File: src/rtl/clock_timebase.sv
// rtl/clock_timebase.sv - 1 Hz prescaler, seconds/minutes counters and hour strobe; manual set buttons under CLOCK_SET_EN
module clock_timebase #(
    parameter int TICKS_PER_SEC = 50000000,
    parameter int PRESC_W       = $clog2(TICKS_PER_SEC)
) (
    input  logic       clk_i,
    input  logic       rstn_i,
    input  logic       en_i,
    input  logic       clr_i,
`ifdef CLOCK_SET_EN
    input  logic       set_min_i,
    input  logic       set_hr_i,
`endif
    output logic [5:0] sec_o,
    output logic [5:0] min_o,
    output logic       tick_1hz_o,
    output logic       inc_hr_o
);

    localparam logic [PRESC_W-1:0] LP_PRESC_MAX = PRESC_W'(TICKS_PER_SEC - 1);
    localparam logic [5:0]         LP_LAST      = 6'd59;

    logic [PRESC_W-1:0] r_presc;
    logic [PRESC_W-1:0] w_presc_nx;
    logic [5:0]         r_sec;
    logic [5:0]         r_min;
    logic [5:0]         w_sec_nx;
    logic [5:0]         w_min_nx;
    logic               r_tick;
    logic               r_inc_hr;
    logic               w_tick_nx;
    logic               w_inc_hr_nx;
    logic               w_min_evt;
    logic               w_hr_evt;

`ifdef CLOCK_SET_EN
    logic [1:0] r_min_sync;
    logic [1:0] r_hr_sync;
    logic       r_min_prev;
    logic       r_hr_prev;

    // two-flop synchronizers plus the previous synchronized level for edge detection
    always_ff @(posedge clk_i or negedge rstn_i) begin
        if (!rstn_i) begin
            r_min_sync <= 2'b00;
            r_hr_sync  <= 2'b00;
            r_min_prev <= 1'b0;
            r_hr_prev  <= 1'b0;
        end else begin
            r_min_sync <= {r_min_sync[0], set_min_i};
            r_hr_sync  <= {r_hr_sync[0], set_hr_i};
            r_min_prev <= r_min_sync[1];
            r_hr_prev  <= r_hr_sync[1];
        end
    end

    // one event per press: synchronized level high while it was low last cycle
    assign w_min_evt = r_min_sync[1] & ~r_min_prev;
    assign w_hr_evt  = r_hr_sync[1] & ~r_hr_prev;
`else
    assign w_min_evt = 1'b0;
    assign w_hr_evt  = 1'b0;
`endif

    // next state: clear wins, then manual events override natural counting
    always_comb begin
        w_presc_nx  = r_presc;
        w_sec_nx    = r_sec;
        w_min_nx    = r_min;
        w_tick_nx   = 1'b0;
        w_inc_hr_nx = 1'b0;
        if (clr_i) begin
            w_presc_nx = '0;
            w_sec_nx   = 6'd0;
            w_min_nx   = 6'd0;
        end else begin
            if (en_i) begin
                if (r_presc == LP_PRESC_MAX) begin
                    w_presc_nx = '0;
                    w_tick_nx  = 1'b1;
                    if (r_sec == LP_LAST) begin
                        w_sec_nx = 6'd0;
                        if (r_min == LP_LAST) begin
                            w_min_nx    = 6'd0;
                            w_inc_hr_nx = 1'b1;
                        end else begin
                            w_min_nx = r_min + 6'd1;
                        end
                    end else begin
                        w_sec_nx = r_sec + 6'd1;
                    end
                end else begin
                    w_presc_nx = r_presc + PRESC_W'(1);
                end
            end
            // manual minute advance discards whatever natural advance happened this edge
            if (w_min_evt) begin
                w_presc_nx  = '0;
                w_sec_nx    = 6'd0;
                w_min_nx    = (r_min == LP_LAST) ? 6'd0 : r_min + 6'd1;
                w_tick_nx   = 1'b0;
                w_inc_hr_nx = 1'b0;
            end
            // a coincident natural wrap and manual hour press still yield a single strobe
            if (w_hr_evt) begin
                w_inc_hr_nx = 1'b1;
            end
        end
    end

    // counter and output registers
    always_ff @(posedge clk_i or negedge rstn_i) begin
        if (!rstn_i) begin
            r_presc  <= '0;
            r_sec    <= 6'd0;
            r_min    <= 6'd0;
            r_tick   <= 1'b0;
            r_inc_hr <= 1'b0;
        end else begin
            r_presc  <= w_presc_nx;
            r_sec    <= w_sec_nx;
            r_min    <= w_min_nx;
            r_tick   <= w_tick_nx;
            r_inc_hr <= w_inc_hr_nx;
        end
    end

    assign sec_o      = r_sec;
    assign min_o      = r_min;
    assign tick_1hz_o = r_tick;
    assign inc_hr_o   = r_inc_hr;

endmodule

File: config.mk
export PLATFORM = sky130hd
export DESIGN_NAME = clock_timebase
export DESIGN_NICKNAME = d
export VERILOG_FILES = /design/src/rtl/clock_timebase.sv
export SDC_FILE = /design/constraint.sdc
export NUM_CORES = 1
export LEC_CHECK = 0
export ABC_CLOCK_PERIOD_IN_PS = 2600
export CORE_MARGIN = 10
export CORE_UTILIZATION = 57
export CTS_BUF_LIST = sky130_fd_sc_hd__clkbuf_4 sky130_fd_sc_hd__clkbuf_8 sky130_fd_sc_hd__clkbuf_16
export DETAILED_ROUTE_END_ITERATION = 8
export PLACE_DENSITY = 0.87
export SYNTH_ARGS = -nofsm -noshare
export SYNTH_HDL_FRONTEND = slang
export SYNTH_SLANG_ARGS = --single-unit
export TNS_END_PERCENT = 50
File: constraint.sdc
create_clock -name clk_i -period 2.6 [get_ports clk_i]
set_clock_uncertainty 0.2 [all_clocks]
set_input_delay 0.26 -clock clk_i [delete_from_list [all_inputs] [get_ports clk_i]]
set_output_delay 0.26 -clock clk_i [all_outputs]
set_load 0.02 [all_outputs]
## Word-level counts from Yosys, hierarchy flattened

Index checks and enable logic that the tools add are counted.

- Register bits: 40
- Input port bits: 4
- Output and inout port bits: 14
- Logic and storage cells: 36

- Add/sub/neg operators: 3
- Equality and inequality tests: 3
- Muxes and demuxes: 20
- Reduce and logical (&&, ||, !) cells: 5

Operators by type and width:

| operator | count |
|---|---|
| 26-bit 2-to-1 mux | 3 |
| 6-bit 2-to-1 mux | 9 |
| 26-bit by 1-bit adder with 26-bit output, second input constant | 1 |
| 26-bit equality test, second input constant | 1 |
| 6-bit by 1-bit adder with 6-bit output, second input constant | 2 |
| 6-bit equality test, second input constant | 2 |
| 1-bit 2-to-1 mux | 8 |
| 2-bit nonzero test | 3 |
| 3-bit AND reduction | 1 |
| 2-bit AND reduction | 1 |

## Depth between registers and ports, before layout

Gate-level depths: netlist of run 1.

- Word-level depth: 6
- Gate-level depth with buffers: 7
- Mapped depth without buffers: 6

## Worst setup path before layout of run 1

Ideal clock, no wire load.

- Kind: flip-flop to flip-flop
- Start point: register r_sec[0], in the netlist sec_o[0]
- End point: register r_min[5], in the netlist min_o[5]
- Library setup time: 0.078 ns
- Data arrival time: 1.842 ns
- Required time: 2.322 ns
- Slack: 0.480 ns
- Cell stages (with the launch flop): 8
- Buffers on the path: 1
- Period minus slack after synthesis: 2.120 ns
- Cell sequence: dfrtp_1 ha_1 nand2_1 nor4_1 nand4_1 buf_2 or4_1 a21oi_1

- Word-level cells in the longest chain between the ends: 3

RTL lines:

| element | line | RTL |
|---|---|---|
| start: declaration | 25 | `logic [5:0] r_sec;` |
| start signal: assignment | 121 | `r_sec <= w_sec_nx;` |
| 6-bit equality test | 81 | `if (r_sec == LP_LAST) begin` |
| 2-bit nonzero test (no line) | - |  |
| 3-bit AND reduction (no line) | - |  |
| end signal: assignment | 122 | `r_min <= w_min_nx;` |
| end: declaration | 26 | `logic [5:0] r_min;` |

Every way passes these cells.
A chain may end at the register's enable or synchronous reset.

## Worst setup path after layout of run 1

- Start point: register r_presc[0]
- End point: register r_sec[4], in the netlist sec_o[4]

- Word-level cells in the longest chain between the ends: 3

RTL lines:

| element | line | RTL |
|---|---|---|
| start: declaration | 23 | `logic [PRESC_W-1:0] r_presc;` |
| start signal: assignment | 120 | `r_presc <= w_presc_nx;` |
| 26-bit equality test | 78 | `if (r_presc == LP_PRESC_MAX) begin` |
| 2-bit nonzero test (no line) | - |  |
| 2-bit AND reduction (no line) | - |  |

Every way passes these cells.

==> impl_metrics.json, run 1 <==
{
  "outcome": "finished, final reports clean",
  "num_rows": 22,
  "fin_nets": 263,
  "synth_top_cell_by_area": "dfrtp_1",
  "netlist_top_cells_area": "dfrtp_1 47%, nor2_1 6.4%, xor2_1 5.8%",
  "ys_seq_elements": 40,
  "ys_seq_area_frac": 0.474,
  "drv_cap": 0,
  "drc": 0,
  "fmaxAchievable_ghz": 0.433,
  "worst_slack_ns": 0.289,
  "synth_top_area_share": 0.474,
  "final_cell_mix": "40 x dfrtp_1, 36 x nor2_1, 18 x nand2_1",
  "synth_area_um2": 2110,
  "crit_chain": "ha_1 -> nand3_2 -> nor4_4 -> nand4_1 -> buf_4 -> or4b_1 -> a21oi_1",
  "slew_viol_final": 0,
  "num_antenna_cells": 0,
  "power.switching_w": 0.000243,
  "antenna_found_initial": 0,
  "powerDensity_nw_per_um2": 439,
  "insertion_delay_ns": 0.30,
  "p_leak_nw": 0.986,
  "crit_path_max_incr_delay_ns": 0.47,
  "ios": 18,
  "yosys_warnings": 0,
  "share_comb_of_total_power": 0.036,
  "gr-usage-all-layers": 0.148,
  "fin_crit_ns": 2.31,
  "finalCritPeriodShare": 0.889,
  "cts-root-buf": "clkbuf_8",
  "die_area_um2": 6540,
  "setup_tns_ns": 0,
  "first_pass_iters": 4,
  "dp_hpwl_mm": 3.15,
  "cts.path.max_buffers": 2,
  "path_class": "reg -> reg",
  "grt_pass1_wl_mm": 7.80,
  "wl_per_cell_um": 14.9,
  "grt_remaining_overflow": 0,
  "required_ns": 2.62,
  "ys_types": 36,
  "path_clk_slew_ns": 0.07,
  "critPathArrivalTime_ns": 2.34,
  "slew_headroom": 0.411,
  "place_congestion": 0.876,
  "core_um2": 3630,
  "ant_nets": 0,
  "syn2layout_area_growth_pct": 17.7,
  "synth_area_per_cell_um2": 9.26,
  "routed_wl_mm": 4.55,
  "power_frac_seq": 0.575,
  "setup_viol": 0,
  "hold_path.class": "reg -> reg",
  "p_sw_frac": 0.223,
  "endpoint_kind": "register",
  "tritoncts": "done",
  "syn_nets": 235,
  "vias_per_cell": 5.81,
  "power.share.clock": 0.389,
  "crit_fanout": 14,
  "fillers": 285,
  "start_util": 0.581,
  "start_kind": "register",
  "mostFrequentLayoutCell": "dfrtp_1",
  "grt_pass1_vias": 1732,
  "clock_sinks": 40,
  "grt_max_degree": 41,
  "syn_inst": 228,
  "peakVddDrop_mv": 0.413,
  "hold_viol_final": 0,
  "drive_gt1_frac": 0.0934,
  "cp_slowest_cell": "or4b_1",
  "cts_max_level": 2,
  "die_w_um": 80.9,
  "vias": 1771,
  "internal-power_w": 0.000846,
  "worstMarginPinSlew_ns": 0.884,
  "numCtsBuffers": 5,
  "ctsResizeCount": 0,
  "utilization": 0.684,
  "fp.dieH_um": 80.9,
  "grt_setup_unrepaired": "false",
  "drt_iter0_markers": 193,
  "portBuffers": 17,
  "pre_cts_slack_ns": 0.0883
}
[area by class of cell]
cell class / count / area (um2) / share of cell area
Timing Repair Buffer: 28 / 250 / 0.101
Clock inverter: 2 / 10.0 / 0.00403
Tap cell: 48 / 60.1 / 0.0242
Sequential cell: 40 / 1000 / 0.403
Clock buffer: 6 / 82.6 / 0.0332
Multi-Input combinational cell: 176 / 1060 / 0.427
Inverter: 5 / 18.8 / 0.00756
[through the flow]
stage | power (W) | instance area (um2) | hold slack (ns) | cells
global placement | 0.000677 | 2370 | 0.234 | 294
detailed placement | 0.000677 | 2370 | 0.226 | 294
finish | 0.00109 | 2480 | 0.348 | 305
CTS | 0.00111 | 2470 | 0.358 | 303
floorplan | 0.000654 | 2110 | -0.236 | 228
global route | 0.00113 | 2480 | 0.404 | 305
[sequential cells by signal (all words and copies together) (netlist names)]
register,flops
inc_hr_o,1
tick_1hz_o,1
r_presc,26
sec_o,6
min_o,6
[metal layers]
layer	global-route usage	routed length (um)
met5	0	0
met2	0.252	2260
met4	0.0519	87
met1	0.173	1990
met3	0.0442	214
[Yosys cell counts]
cell,instances
a21oi_1,17
and3_1,2
and4_1,1
and4b_1,1
buf_2,3
clkbuf_1,4
dfrtp_1,40
ha_1,3
inv_1,5
mux2i_1,1
nand2_1,18
nand3_1,13
nand3_2,2
nand3_4,1
nand3b_1,2
nand4_1,8
nor2_1,36
nor2b_1,5
nor3_1,4
nor4_1,6
nor4_4,1
nor4b_1,1
nor4bb_1,2
o2111ai_1,1
o211ai_1,1
o21ai_0,11
o311ai_0,1
o31ai_1,1
or2b_1,1
or3_1,9
or3b_1,2
or4_1,3
or4_4,1
or4b_1,1
xnor2_1,6
xor2_1,14
[cells by family after synthesis]
family	after synthesis	synth area share
xor+xnor	20	0.0830
simple gates	120	0.315
flops	40	0.474
fa+ha+maj	3	0.0178
buf+inv	12	0.0231
mux	1	0.00474
compound gates	32	0.0818
[path summary, 6_finish.rpt]
check | depth (start not counted) | start | slack [ns] | endpoint
max | 7 | r_presc[0]$_DFFE_PN0P_ | 0.29 | sec_o[4]$_DFFE_PN0P_
min | 2 | r_presc[23]$_DFFE_PN0P_ | 0.35 | r_presc[23]$_DFFE_PN0P_
max reg2reg | 7 | r_presc[0]$_DFFE_PN0P_ | 0.29 | sec_o[4]$_DFFE_PN0P_
min reg2reg | 2 | r_presc[23]$_DFFE_PN0P_ | 0.35 | r_presc[23]$_DFFE_PN0P_
max in group asynchronous | 2 | rstn_i | 1.22 | r_presc[19]$_DFFE_PN0P_
min in group asynchronous | 2 | rstn_i | 0.43 | min_o[1]$_DFFE_PN0P_
[critical path: cells and delay by family (launching register included)]
kind	cells	cell delay, ns
AO/OA/AOI/OAI	1	0.15
buffers and inverters	1	0.19
AND/OR/NAND/NOR	4	1.08
adder cells (fa/ha/maj)	1	0.23
flip-flops	1	0.39
[power groups by stage]
stage / logic (W) / clock network, W / registers (W)
5_1_grt: 0.0000449 / 0.000458 / 0.000626
3_3_place_gp: 0.0000386 / 0 / 0.000638
4_1_cts: 0.0000406 / 0.000439 / 0.000626
6_report: 0.0000392 / 0.000424 / 0.000626
2_1_floorplan: 0.0000156 / 0 / 0.000638
3_5_place_dp: 0.0000386 / 0 / 0.000638
[timing repair]
| item | in CTS | in global routing |
|---|---|---|
| endpoints found under the setup margin | 0 | 2 |
| hold buffers | 1 | 0 |
| setup buffers | 0 | 2 |
| endpoints found under the hold margin | 40 | 0 |
(Power assumes the default switching activity.)
==> run 2, diff against run 1 <==
Settings changed: CORE_MARGIN 10 to not set.
==> run 2 against run 1 <==
Effect of this change: fmax down 5.3%; sequential power about the same; register-to-register slack lost 0.13 ns; global-route usage up 10 points; wire length is 6.2% lower; critical path depth stayed put; worst setup slack worse by 0.13 ns; final area increased by 0.10%; die area decreased by 40%; flip-flop and latch count unchanged; critical path type unchanged.
==> impl_metrics.json, run 2 (synthesis gave the netlist of run 1 again) <==
{
  "outcome": "finished, final reports clean",
  "clock_sinks": 40,
  "first_pass_iters": 4,
  "hold_path.class": "reg -> reg",
  "power_frac_seq": 0.562,
  "ios": 18,
  "slew_headroom": 0.416,
  "dp_hpwl_mm": 2.90,
  "registers.top_by_ff_count": "r_presc",
  "drv_cap": 0,
  "num_rows": 21,
  "fin_nets": 263,
  "final_cell_mix": "40 x dfrtp_1, 36 x nor2_1, 18 x nand2_1",
  "die_w_um": 62.9,
  "critPathArrivalTime_ns": 2.45,
  "utilization": 0.722,
  "share_comb_of_total_power": 0.037,
  "r2r_cells": 7,
  "die_area_um2": 3950,
  "insertion_delay_ns": 0.29,
  "cp_slowest_cell": "dfrtp_1",
  "path_class": "reg -> reg",
  "holdCritStartpoint": "r_presc[23]$_DFFE_PN0P_",
  "fmaxAchievable_ghz": 0.410,
  "fillers": 265,
  "rr_endpoint": "sec_o[2]$_DFFE_PN0P_",
  "vias_per_cell": 5.90,
  "place_congestion": 0.826,
  "path_clk_slew_ns": 0.07,
  "wl_per_cell_um": 14.1,
  "finalCritPeriodShare": 0.939,
  "drive_gt1_frac": 0.0934,
  "start_util": 0.613,
  "syn2layout_area_growth_pct": 17.8,
  "slew_viol_final": 0,
  "core_um2": 3440,
  "endpoint_kind": "register",
  "required_ns": 2.61,
  "worstMarginPinSlew_ns": 0.876,
  "crit_path_max_incr_delay_ns": 0.40,
  "finalPower_w": 0.00111,
  "grt_max_degree": 41,
  "gr-usage-all-layers": 0.249,
  "grt_setup_unrepaired": "false",
  "fp.dieH_um": 62.9,
  "fin_crit_ns": 2.44,
  "internal-power_w": 0.000873,
  "ant_nets": 0,
  "p_sw_frac": 0.216,
  "num_antenna_cells": 0,
  "drt_iter0_markers": 170,
  "grt_pass1_vias": 1628,
  "start_kind": "register",
  "hold_depth": 2,
  "reg2reg_slack_ns": 0.16,
  "antenna_found_initial": 0,
  "largest_register_ffs": 26,
  "mostFrequentLayoutCell": "dfrtp_1",
  "portBuffers": 17,
  "routed_wl_mm": 4.27,
  "peakVddDrop_mv": 0.342,
  "r2r-start": "r_presc[0]$_DFFE_PN0P_",
  "ctsResizeCount": 0,
  "numCtsBuffers": 5,
  "drc": 0,
  "setup_tns_ns": 0,
  "crit_fanout": 11,
  "hold_path_end": "r_presc[23]$_DFFE_PN0P_",
  "power.share.clock": 0.401,
  "powerDensity_nw_per_um2": 448,
  "grt_pass1_wl_mm": 7.62,
  "grt_remaining_overflow": 0,
  "crit_chain": "ha_1 -> nand3_2 -> nor4_4 -> nand4_1 -> buf_4 -> or4_1 -> a21oi_1",
  "cts_max_level": 2,
  "cts.path.max_buffers": 2,
  "tritoncts": "done",
  "p_leak_nw": 0.988,
  "hold_viol_final": 0,
  "cts-root-buf": "clkbuf_8",
  "power.switching_w": 0.000241,
  "vias": 1788,
  "setup_viol": 0
}
## run 2: critical path, delay by kind of cell (launching register included)
kind / cells / cell delay (ns)
adders and majority gates: 1 / 0.23
buffers and inverters: 1 / 0.24
AOI/OAI and AO/OA: 1 / 0.17
DFF: 1 / 0.40
and+or+nand+nor: 4 / 1.12
## run 2: metrics by stage
stage	instances	hold slack, ns	setup slack (ns)	area, um2
final	303	0.346	0.160	2490
after global routing	303	0.388	0.0123	2490
after CTS	303	0.355	0.174	2490
after detailed placement	294	0.230	0.226	2380
after global placement	294	0.227	0.261	2380
after floorplan	228	-0.236	0.480	2110
## run 2: what timing repair did
action	4_1_cts	5_1_grt
setup buffers	0	0
hold buffers	1	0
hold endpoints to repair	40	0
## run 2: worst max-delay path by stage
stage                                      start                    to  slack, ns  depth (start not counted)
after floorplan             sec_o[0]$_DFFE_PN0P_  min_o[5]$_DFFE_PN0P_       0.48                          7
after global placement    r_presc[0]$_DFFE_PN0P_  sec_o[2]$_DFFE_PN0P_       0.26                          7
after detailed placement                    en_i  min_o[2]$_DFFE_PN0P_       0.23                          7
after CTS                 r_presc[0]$_DFFE_PN0P_  sec_o[2]$_DFFE_PN0P_       0.17                          7
after global routing      r_presc[0]$_DFFE_PN0P_  sec_o[2]$_DFFE_PN0P_       0.01                          7
final                     r_presc[0]$_DFFE_PN0P_  sec_o[2]$_DFFE_PN0P_       0.16                          7
## run 2: layout make-up
cell class                 count  area, um2  share of cell area
multi-input combinational    176       1060               0.427
sequential                    40       1000               0.403
timing repair buffer          28        250               0.101
clock buffer                   8       97.6              0.0393
tap                           46       57.6              0.0232
inverter                       5       18.8             0.00755
## run 2: layer usage
metal | track usage | vias to the layer above | share of wire
li1 | - | 871 | -
met1 | 0.357 | 876 | 0.50
met2 | 0.363 | 37 | 0.45
met3 | 0.0730 | 4 | 0.041
met4 | 0.0785 | 0 | 0.0080
met5 | 0 | - | 0
## run 2: power by group through the flow
stage / clock (W) / combinational [W] / sequential [W]
2_1_floorplan: 0 / 0.0000156 / 0.000638
3_3_place_gp: 0 / 0.0000395 / 0.000638
3_5_place_dp: 0 / 0.0000406 / 0.000639
4_1_cts: 0.000451 / 0.0000417 / 0.000626
5_1_grt: 0.000482 / 0.0000465 / 0.000626
6_report: 0.000447 / 0.0000409 / 0.000626
==> run 3, diff against run 2 <==
Settings changed: CAP_MARGIN set to 5, CTS_CLUSTER_DIAMETER set to 40.
==> results of run 3 <==
The final DEF is identical to that of run 2; final timing and power are the same.
